[src/rtl/regs_wb_queue_if.sv]
// Push-side handshake between the execution stages and the writeback queue.
// The execution stage is the master; the queue is the slave.
interface regs_wb_queue_if #(
    parameter int AW = 4,
    parameter int DW = 16
);
    logic          in_valid;
    logic          in_ready;
    logic [AW-1:0] in_addr;
    logic [DW-1:0] in_data;

    modport master (
        output in_valid,
        output in_addr,
        output in_data,
        input  in_ready
    );

    modport slave (
        input  in_valid,
        input  in_addr,
        input  in_data,
        output in_ready
    );
endinterface

[src/rtl/regs_wb_queue.sv]
// Buffered writeback queue that retires up to two register writes per cycle, in order.
// Optional youngest-match bypass outputs byp0..byp3 are enabled by defining REGS_WB_BYPASS_EN.
module regs_wb_queue #(
    parameter int DEPTH = 4,
    parameter int AW    = 4,
    parameter int DW    = 16
) (
    input  logic                   clk,
    input  logic                   reset,
    regs_wb_queue_if.slave         wb,
    input  logic                   hold,
    output logic                   wen,
    output logic [AW-1:0]          waddr0,
    output logic [DW-1:0]          wdata0,
    output logic [AW-1:0]          waddr1,
    output logic [DW-1:0]          wdata1,
    input  logic [AW-1:0]          raddr0,
    input  logic [AW-1:0]          raddr1,
    input  logic [AW-1:0]          raddr2,
    input  logic [AW-1:0]          raddr3,
    output logic                   pend0,
    output logic                   pend1,
    output logic                   pend2,
    output logic                   pend3,
`ifdef REGS_WB_BYPASS_EN
    output logic [DW-1:0]          byp0,
    output logic [DW-1:0]          byp1,
    output logic [DW-1:0]          byp2,
    output logic [DW-1:0]          byp3,
`endif
    output logic [$clog2(DEPTH):0] count
);
    localparam int PW = $clog2(DEPTH);
    localparam int CW = PW + 1;

    logic [AW-1:0] r_addr [DEPTH];
    logic [DW-1:0] r_data [DEPTH];
    logic [PW-1:0] r_head;
    logic [PW-1:0] r_tail;
    logic [CW-1:0] r_count;

    logic             w_push;
    logic             w_drain;
    logic [1:0]       w_pop;
    logic [PW-1:0]    w_head1;
    logic             w_two;
    logic [DEPTH-1:0] w_valid;
    logic [AW-1:0]    w_raddr [4];
    logic [3:0]       w_pend;

    assign w_raddr[0] = raddr0;
    assign w_raddr[1] = raddr1;
    assign w_raddr[2] = raddr2;
    assign w_raddr[3] = raddr3;

    // Readiness looks only at pre-pop occupancy, so a full queue never passes through combinationally.
    assign wb.in_ready = !reset && (r_count < CW'(DEPTH));
    assign w_push      = wb.in_valid && wb.in_ready;

    assign w_head1 = r_head + PW'(1);
    assign w_two   = (r_count >= CW'(2));
    assign w_drain = !reset && !hold && (r_count != '0);
    assign w_pop   = !w_drain ? 2'd0 : (w_two ? 2'd2 : 2'd1);

    // A lone entry is presented on both ports so the register file sees a consistent pair.
    assign wen    = w_drain;
    assign waddr0 = r_addr[r_head];
    assign wdata0 = r_data[r_head];
    assign waddr1 = w_two ? r_addr[w_head1] : r_addr[r_head];
    assign wdata1 = w_two ? r_data[w_head1] : r_data[r_head];
    assign count  = r_count;

    // NOTE: every always_comb output gets a default before any conditional update, so no latch is inferred.
    always_comb begin
        w_valid = '0;
        w_pend  = '0;
        for (int i = 0; i < DEPTH; i++) begin
            w_valid[i] = ({1'b0, PW'(i) - r_head} < r_count);
        end
        for (int n = 0; n < 4; n++) begin
            for (int i = 0; i < DEPTH; i++) begin
                if (w_valid[i] && (r_addr[i] == w_raddr[n])) begin
                    w_pend[n] = 1'b1;
                end
            end
        end
    end

    assign pend0 = w_pend[0];
    assign pend1 = w_pend[1];
    assign pend2 = w_pend[2];
    assign pend3 = w_pend[3];

`ifdef REGS_WB_BYPASS_EN
    logic [DW-1:0] w_byp [4];

    // Walk from oldest to youngest so the last match left standing is the youngest write.
    always_comb begin
        for (int n = 0; n < 4; n++) begin
            w_byp[n] = '0;
            for (int k = 0; k < DEPTH; k++) begin
                if ((CW'(k) < r_count) && (r_addr[r_head + PW'(k)] == w_raddr[n])) begin
                    w_byp[n] = r_data[r_head + PW'(k)];
                end
            end
        end
    end

    assign byp0 = w_byp[0];
    assign byp1 = w_byp[1];
    assign byp2 = w_byp[2];
    assign byp3 = w_byp[3];
`endif

    // NOTE: state registers use non-blocking assignments so every flop samples pre-edge values.
    always_ff @(posedge clk) begin
        if (reset) begin
            r_head  <= '0;
            r_tail  <= '0;
            r_count <= '0;
        end else begin
            if (w_push) begin
                r_tail <= r_tail + PW'(1);
            end
            r_head  <= r_head + PW'(w_pop);
            r_count <= r_count + CW'(w_push) - CW'(w_pop);
        end
    end

    // NOTE: entry storage is deliberately not reset; occupancy alone decides which slots are live.
    always_ff @(posedge clk) begin
        if (w_push) begin
            r_addr[r_tail] <= wb.in_addr;
            r_data[r_tail] <= wb.in_data;
        end
    end
endmodule
[src/flat_wrapper.sv]
// flat-port wrapper written by rule: the top's interface ports become plain ports
module regs_wb_queue_flat 
#(
    parameter int DEPTH = 4,
    parameter int AW    = 4,
    parameter int DW    = 16
)
  (clk, reset, hold, wen, waddr0, wdata0, waddr1, wdata1, raddr0, raddr1, raddr2, raddr3, pend0, pend1, pend2, pend3, count, wb_in_valid, wb_in_addr, wb_in_data, wb_in_ready);
  regs_wb_queue_if #(.AW(AW), .DW(DW)) wb_i ();
  input  logic clk;
  input  logic reset;
  input  logic hold;
  output logic wen;
  output logic [AW-1:0] waddr0;
  output logic [DW-1:0] wdata0;
  output logic [AW-1:0] waddr1;
  output logic [DW-1:0] wdata1;
  input  logic [AW-1:0] raddr0;
  input  logic [AW-1:0] raddr1;
  input  logic [AW-1:0] raddr2;
  input  logic [AW-1:0] raddr3;
  output logic pend0;
  output logic pend1;
  output logic pend2;
  output logic pend3;
  output logic [$clog2(DEPTH):0] count;
  input wire logic [$bits(wb_i.in_valid)-1:0] wb_in_valid;
  input wire logic [$bits(wb_i.in_addr)-1:0] wb_in_addr;
  input wire logic [$bits(wb_i.in_data)-1:0] wb_in_data;
  output wire logic [$bits(wb_i.in_ready)-1:0] wb_in_ready;
  assign wb_i.in_valid = wb_in_valid;
  assign wb_i.in_addr = wb_in_addr;
  assign wb_i.in_data = wb_in_data;
  assign wb_in_ready = wb_i.in_ready;
  regs_wb_queue #(.DEPTH(DEPTH), .AW(AW), .DW(DW)) u_core (.clk(clk), .reset(reset), .wb(wb_i), .hold(hold), .wen(wen), .waddr0(waddr0), .wdata0(wdata0), .waddr1(waddr1), .wdata1(wdata1), .raddr0(raddr0), .raddr1(raddr1), .raddr2(raddr2), .raddr3(raddr3), .pend0(pend0), .pend1(pend1), .pend2(pend2), .pend3(pend3), .count(count));
endmodule
[config.mk]
export PLATFORM = sky130hd
export DESIGN_NAME = regs_wb_queue_flat
export DESIGN_NICKNAME = d
export VERILOG_FILES = /design/src/rtl/regs_wb_queue_if.sv /design/src/rtl/regs_wb_queue.sv /design/src/flat_wrapper.sv
export SDC_FILE = /design/constraint.sdc
export NUM_CORES = 1
export LEC_CHECK = 0
export ABC_AREA = 1
export CELL_PAD_IN_SITES_DETAIL_PLACEMENT = 1
export CELL_PAD_IN_SITES_GLOBAL_PLACEMENT = 2
export CORE_AREA = 2 2 110 155
export CTS_CLUSTER_SIZE = 20
export DETAILED_ROUTE_END_ITERATION = 16
export DIE_AREA = 0 0 112 157
export HOLD_SLACK_MARGIN = 0.1
export PLACE_DENSITY_LB_ADDON = 0.1
export SYNTH_ARGS = -nofsm -noshare
export SYNTH_HDL_FRONTEND = slang
export SYNTH_SLANG_ARGS = --single-unit
export TNS_END_PERCENT = 5
[constraint.sdc]
create_clock -name clk -period 6.7 [get_ports clk]
set_input_delay 1.005 -clock clk [delete_from_list [all_inputs] [get_ports clk]]
set_output_delay 1.005 -clock clk [all_outputs]
set_load 0.05 [all_outputs]
# Yosys cells after proc, flatten, opt, wreduce, memory -nomap -nowiden
# Memories as Yosys holds them, arrays and structs flattened. A register that Yosys moved wholly into a read port is not among the register bits.
# Index checks and enable logic that the tools add are counted.
word_totals:
  ff_bits: 7
  mem_bits_rw: 80
  mem_count: 2
mem_list:
  columns: ["memory", "words", "width", "read_ports", "rd_ports_with_merged_regs", "wr", "line_no", "text"]
  rows:
  - ["u_core.r_data", 4, 16, 2, 1, 1, "regs_wb_queue.sv:37", "logic [DW-1:0] r_data [DEPTH];"]
  - ["u_core.r_addr", 4, 4, 6, 1, 1, "regs_wb_queue.sv:36", "logic [AW-1:0] r_addr [DEPTH];"]
classes:
  n_addsub: 9
  order_cmp: 6
  n_eq_ne: 16
  mux: 24
  n_reduce_logical: 23
ops:
  columns: ["cell", "count"]
  rows:
  - ["$eq 4x4->1", 16]
  - ["$logic_and 1x1->1", 20]
  - ["$mux 1", 18]
  - ["$mux 16", 1]
  - ["$lt 2x3->1", 4]
  - ["$mux 2", 4]
  - ["$add 2x1->2 const B", 2]
  - ["$mux 4", 1]
  - ["$sub 1x2->2 const A", 2]
  - ["$sub 2x2->2 const A", 2]
  - ["$add 3x1->3", 1]
  - ["$ge 3x2->1 const B", 1]
  - ["$lt 3x3->1 const B", 1]
  - ["$reduce_bool 3->1", 1]
  - ["$sub 3x2->3", 1]
  - ["$add 2x2->2", 1]
  - ["$logic_not 1->1", 2]

# Logic depth before layout (Yosys ltp)
depth:
  word_depth: 7
  mapped_depth: 13
  ltp_nobuf: 12

# Least setup slack after synthesis
# Ideal clock, no wire load.
synth_path:
  path_kind: "input-to-reg"
  start: "input reset"
  end: "memory u_core.r_addr[0][0] (enable)"
  t_arrival_ns: 3.121
  path_slack_ns: 3.182
  path_stages: 4
  path_buffers: 1
  cell_sequence: "buf_2 -> nor2_1 -> nand2_1 -> nor2_1"
synth_via:
  elab_chain_cells: 5
synth_lines:
  columns: ["item", "line_no", "text"]
  rows:
  - ["from (decl)", "flat_wrapper.sv:11", "input logic reset;"]
  - ["$logic_not 1->1", "regs_wb_queue.sv:57", "assign wb.in_ready = !reset && (r_count < CW'(DEPTH));"]
  - ["$logic_and 1x1->1", "regs_wb_queue.sv:57", null]
  - ["via wb_in_ready", "flat_wrapper.sv:30", "output wire logic [$bits(wb_i.in_ready)-1:0] wb_in_ready;"]
  - ["$logic_and 1x1->1", "regs_wb_queue.sv:58", "assign w_push = wb.in_valid && wb.in_ready;"]
  - ["$mux 1", "regs_wb_queue.sv:132", "if (w_push) begin"]
  - ["$mux 1 (not written as such)", "regs_wb_queue.sv:133", "r_addr[r_tail] <= wb.in_addr;"]
  - ["to (decl)", "regs_wb_queue.sv:36", null]
# The timed path passes the listed nets, and every way through them passes these cells.

# Final worst setup path
layout_path:
  start: "register u_core.r_head[1]"
  end: "output pend3"
layout_via:
  elab_chain_cells: 7
  elab_cells_between_ends: 16
layout_lines:
  columns: ["item", "line_no", "text"]
  rows:
  - ["from (decl)", "regs_wb_queue.sv:38", "logic [PW-1:0] r_head;"]
  - ["from (signal assigned)", "regs_wb_queue.sv:125", "r_head <= r_head + PW'(w_pop);"]
  - ["$sub 1x2->2", "regs_wb_queue.sv:78", "w_valid[i] = ({1'b0, PW'(i) - r_head} < r_count);"]
  - ["$lt 2x3->1", "regs_wb_queue.sv:78", null]
  - ["$logic_and 1x1->1", "regs_wb_queue.sv:82", "if (w_valid[i] && (r_addr[i] == w_raddr[n])) begin"]
  - ["$mux 1 (3 in series)", "regs_wb_queue.sv:82", null]
  - ["$mux 1 *", "regs_wb_queue.sv:82", null]
  - ["to (decl)", "flat_wrapper.sv:25", "output logic pend3;"]
# Mark *: on every way between the ends. The rest lies on a longest branch, timed or not.

==> out/qor.csv <==
stage,metric,value,unit
placed_design,gp_congestion,0.820,
synth,synth_area_leaders,"edfxtp_1, nand2_1, inv_1",
setup_path,arrival,3.70,ns
power,total_power,0.00243,W
cts,holdBufCountCts,0,
cells_and_area,fin_area,6690,sq um
setup_path,criticalPathCategory,reg2out,
power,seq_power_share,27.1,%
synth,yosysMostFrequentCell,nand2_1,
global_route,grt_antenna_before_repair,0,
status,status,"finished, final reports clean",
cts,cts_tree,done,
setup_path,slowest_delay,0.79,ns
sta,finClkSkew,0.00392,ns
route,wl,17500,um
power,powerDensity,363,nW/um^2
cells_and_area,drive_above_1_share,3.88,%
synth,synth_xor_area_share,0.334,%
placed_design,dp_hpwl,12700,um
power,ir_worst_vdd,0.297,mV
synth,ys.flop_type,edfxtp_1,
global_route,grt_max_degree,42,
cells_and_area,syn_to_final_growth,27.5,%
setup_path,worst_ep_required_time,5.69,ns
floorplan,io_pins,89,
route,drtIter0Drc,248,
cts,htreeDepth,3,
flow_run,drv_cap,0,
cts,clock_sink_count,87,
synth,synth-edff-count,80,
synth,synth_top_family_by_area,simple AND/OR/NAND/NOR gates,
synth,yosys_warnings,0,
sta,drv_slew,0,
power,leakage,2.95,nW
cells_and_area,fin_util,41.5,%
sta,max_freq,213,MHz
sta,worst_slack,2.00,ns
synth,avgSynthCellArea,7.38,sq um
placed_design,placed_area,6340,sq um
synth,syn_nets,762,
setup_path,cp.buffers_inverters,5,
synth,ys_seq_area_share,48.5,%
setup_path,worst_setup_path_start_kind,flop,
global_route,grtUsageTotal,19.9,%
synth,synth_top_area_share,45.8,%
synth,muxShareOfSynthArea,0,%
synth,synth_compound_area_share,5.44,%
global_route,grt_pass1_vias,5329,
synth,synthSimpleGateAreaFrac,36.5,%
floorplan,num_rows,55,
global_route,grt_overflow_total,0,
synth,synthCells,711,
sta,period_share,70.2,%
synth,async_reset_ff_share,0,%
synth,syn-cell-area,5240,sq um
cells_and_area,nets,845,
power,pwr-share-comb,49.4,%
cells_and_area,fillers,1980,
setup_path,cp_top_family,buffers and inverters,
power,p_sw,0.00108,W
synth,netlist_top_cells_count,"nand2_1, edfxtp_1, inv_1, nor2_1, a22oi_1",
floorplan,die_y,157,um
cts,cts.clk_slew.worst_paths,0.06,ns
sta,relSlewSlack,31.5,%
cts,cts_resized,0,
setup_path,critPathMaxFanout,39,
floorplan,die_w,112,um
route,ant_nets,0,
route,wl_per_cell,17.5,um
sta,tightestPinTransition,1.02,ns
sta,setup_viol,0,
global_route,grt_pass1_wl,27200,um
synth,ys_ff_latch,87,
cts,cts_buffers,9,
sta,rsz0062_at_grt,no,
floorplan,dieArea,17600,sq um
setup_path,worst_setup_path_end_kind,output port,
route,drt-pass1-iter-count,4,
sta,hold_viol_final,0,
synth,yosys.area.top_type,edfxtp_1,
placed_design,dp_worst_setup_slack,2.26,ns
sta,min_period,4.70,ns
cts,post_cts_buffers,0,
synth,synth_cell_type_count,25,
setup_path,slowest_stage,clkdlybuf4s50_1,
power,swShare,44.3,%
route,drc_errors,0,
cells_and_area,insertedDiodeCount,0,
synth,synthAdderAreaFrac,2.77,%
power,clkPwrFrac,23.5,%
sta,tns,0,ns
power,p_int,0.00135,W
setup_path,crit_chain,"nand2_1, inv_2, nor2_1, inv_1, ha_1, inv_1, nor2_1, a21boi_0, nand3_1, nand2_1, inv_1, nand2_1, clkdlybuf4s50_1",
route,routed_via_density,4.97,
floorplan,core_region_area,16100,sq um
cts,cts_root_buffer,clkbuf_16,
cts,clock_latency,0.33,ns
placed_design,port_buffers,88,
hold_path,worstHoldPathType,reg2reg,
floorplan,initial_core_util,32.6,%
cts,clockBufferDepth,2,
route,vias,4960,
[state kept, by name, summed over array words and instances (netlist names)]
| signal | flops |
|---|---|
| u_core.r_data | 64 |
| u_core.r_head | 2 |
| u_core.r_addr | 16 |
| u_core.r_tail | 2 |
| u_core.count | 3 |
[cell type report]
| type | instances | area (sq um) | share of cell area (%) |
|---|---|---|---|
| tap | 199 | 249 | 3.72 |
| clock buffer | 10 | 229 | 3.43 |
| sequential | 87 | 2540 | 38.0 |
| multi-input combinational | 541 | 2400 | 35.8 |
| clock inverter | 6 | 118 | 1.76 |
| timing repair buffer | 93 | 918 | 13.7 |
| inverter | 62 | 233 | 3.48 |
[metal layers]
metal	track usage, %	share of wire (%)	vias up
li1	-	-	2449
met1	21.6	40	2410
met2	40.3	56	79
met3	1.81	2.2	22
met4	5.81	1.6	0
met5	0	0	-
[placed cells by master (no fill, tap or decap)]
cell,n
ha_1,10
xor2_1,1
edfxtp_1,80
nand3_1,17
clkbuf_1,1
conb_1,1
dfxtp_1,7
nand2_1,396
clkinv_4,1
inv_1,59
clkdlybuf4s50_1,88
o2111ai_1,2
nor2_1,42
nand4_1,24
a21boi_0,1
inv_8,1
bufinv_16,3
nor2_4,3
inv_2,3
fa_1,1
nor2_2,5
a21oi_1,7
xnor2_1,1
a211oi_1,1
a22oi_1,28
buf_4,5
o21a_1,1
clkinvlp_4,1
clkbuf_16,9
[cells by family after synthesis]
| group | after synthesis |
|---|---|
| simple gates | 487 |
| fa+ha+maj | 11 |
| compound gates | 40 |
| xor+xnor | 2 |
| other cells | 1 |
| flops | 87 |
| buf+inv | 83 |
[worst reg2reg max path, stage by stage, from the launching register on]
cell and delay, ns:
dfxtp_1 0.52, nor2_2 0.07, buf_4 0.25, inv_1 0.72
nand2_1 0.15, ha_1 0.34, fa_1 0.44, xnor2_1 0.20
xor2_1 0.17, nor2_1 0.05
[stage by stage]
step / cells / hold WS [ns]
global placement: 982 / 0.505
CTS: 998 / 0.521
detailed placement: 982 / 0.507
floorplan: 711 / 0.480
finish: 998 / 0.520
global route: 998 / 0.553
[power groups by stage]
stage | combinational (W) | clock, W | sequential (W)
2_1_floorplan | 0.000777 | 0 | 0.000675
6_report | 0.00120 | 0.000570 | 0.000658
3_3_place_gp | 0.00119 | 0 | 0.000666
5_1_grt | 0.00129 | 0.000604 | 0.000661
4_1_cts | 0.00122 | 0.000578 | 0.000658
3_5_place_dp | 0.00121 | 0 | 0.000669
[worst paths after layout]
path / start / to / slack, ns / cells past startpoint
worst max-delay path: u_core.r_head[1] / pend3 / 2.00 / 13
worst min-delay path: u_core.r_tail[0] / u_core.r_tail[0] / 0.52 / 2
worst max register to register: u_core.count[2] / u_core.count[2] / 3.67 / 9
worst min register to register: u_core.r_tail[0] / u_core.r_tail[0] / 0.52 / 2
Power figures use the tool's default switching activity.
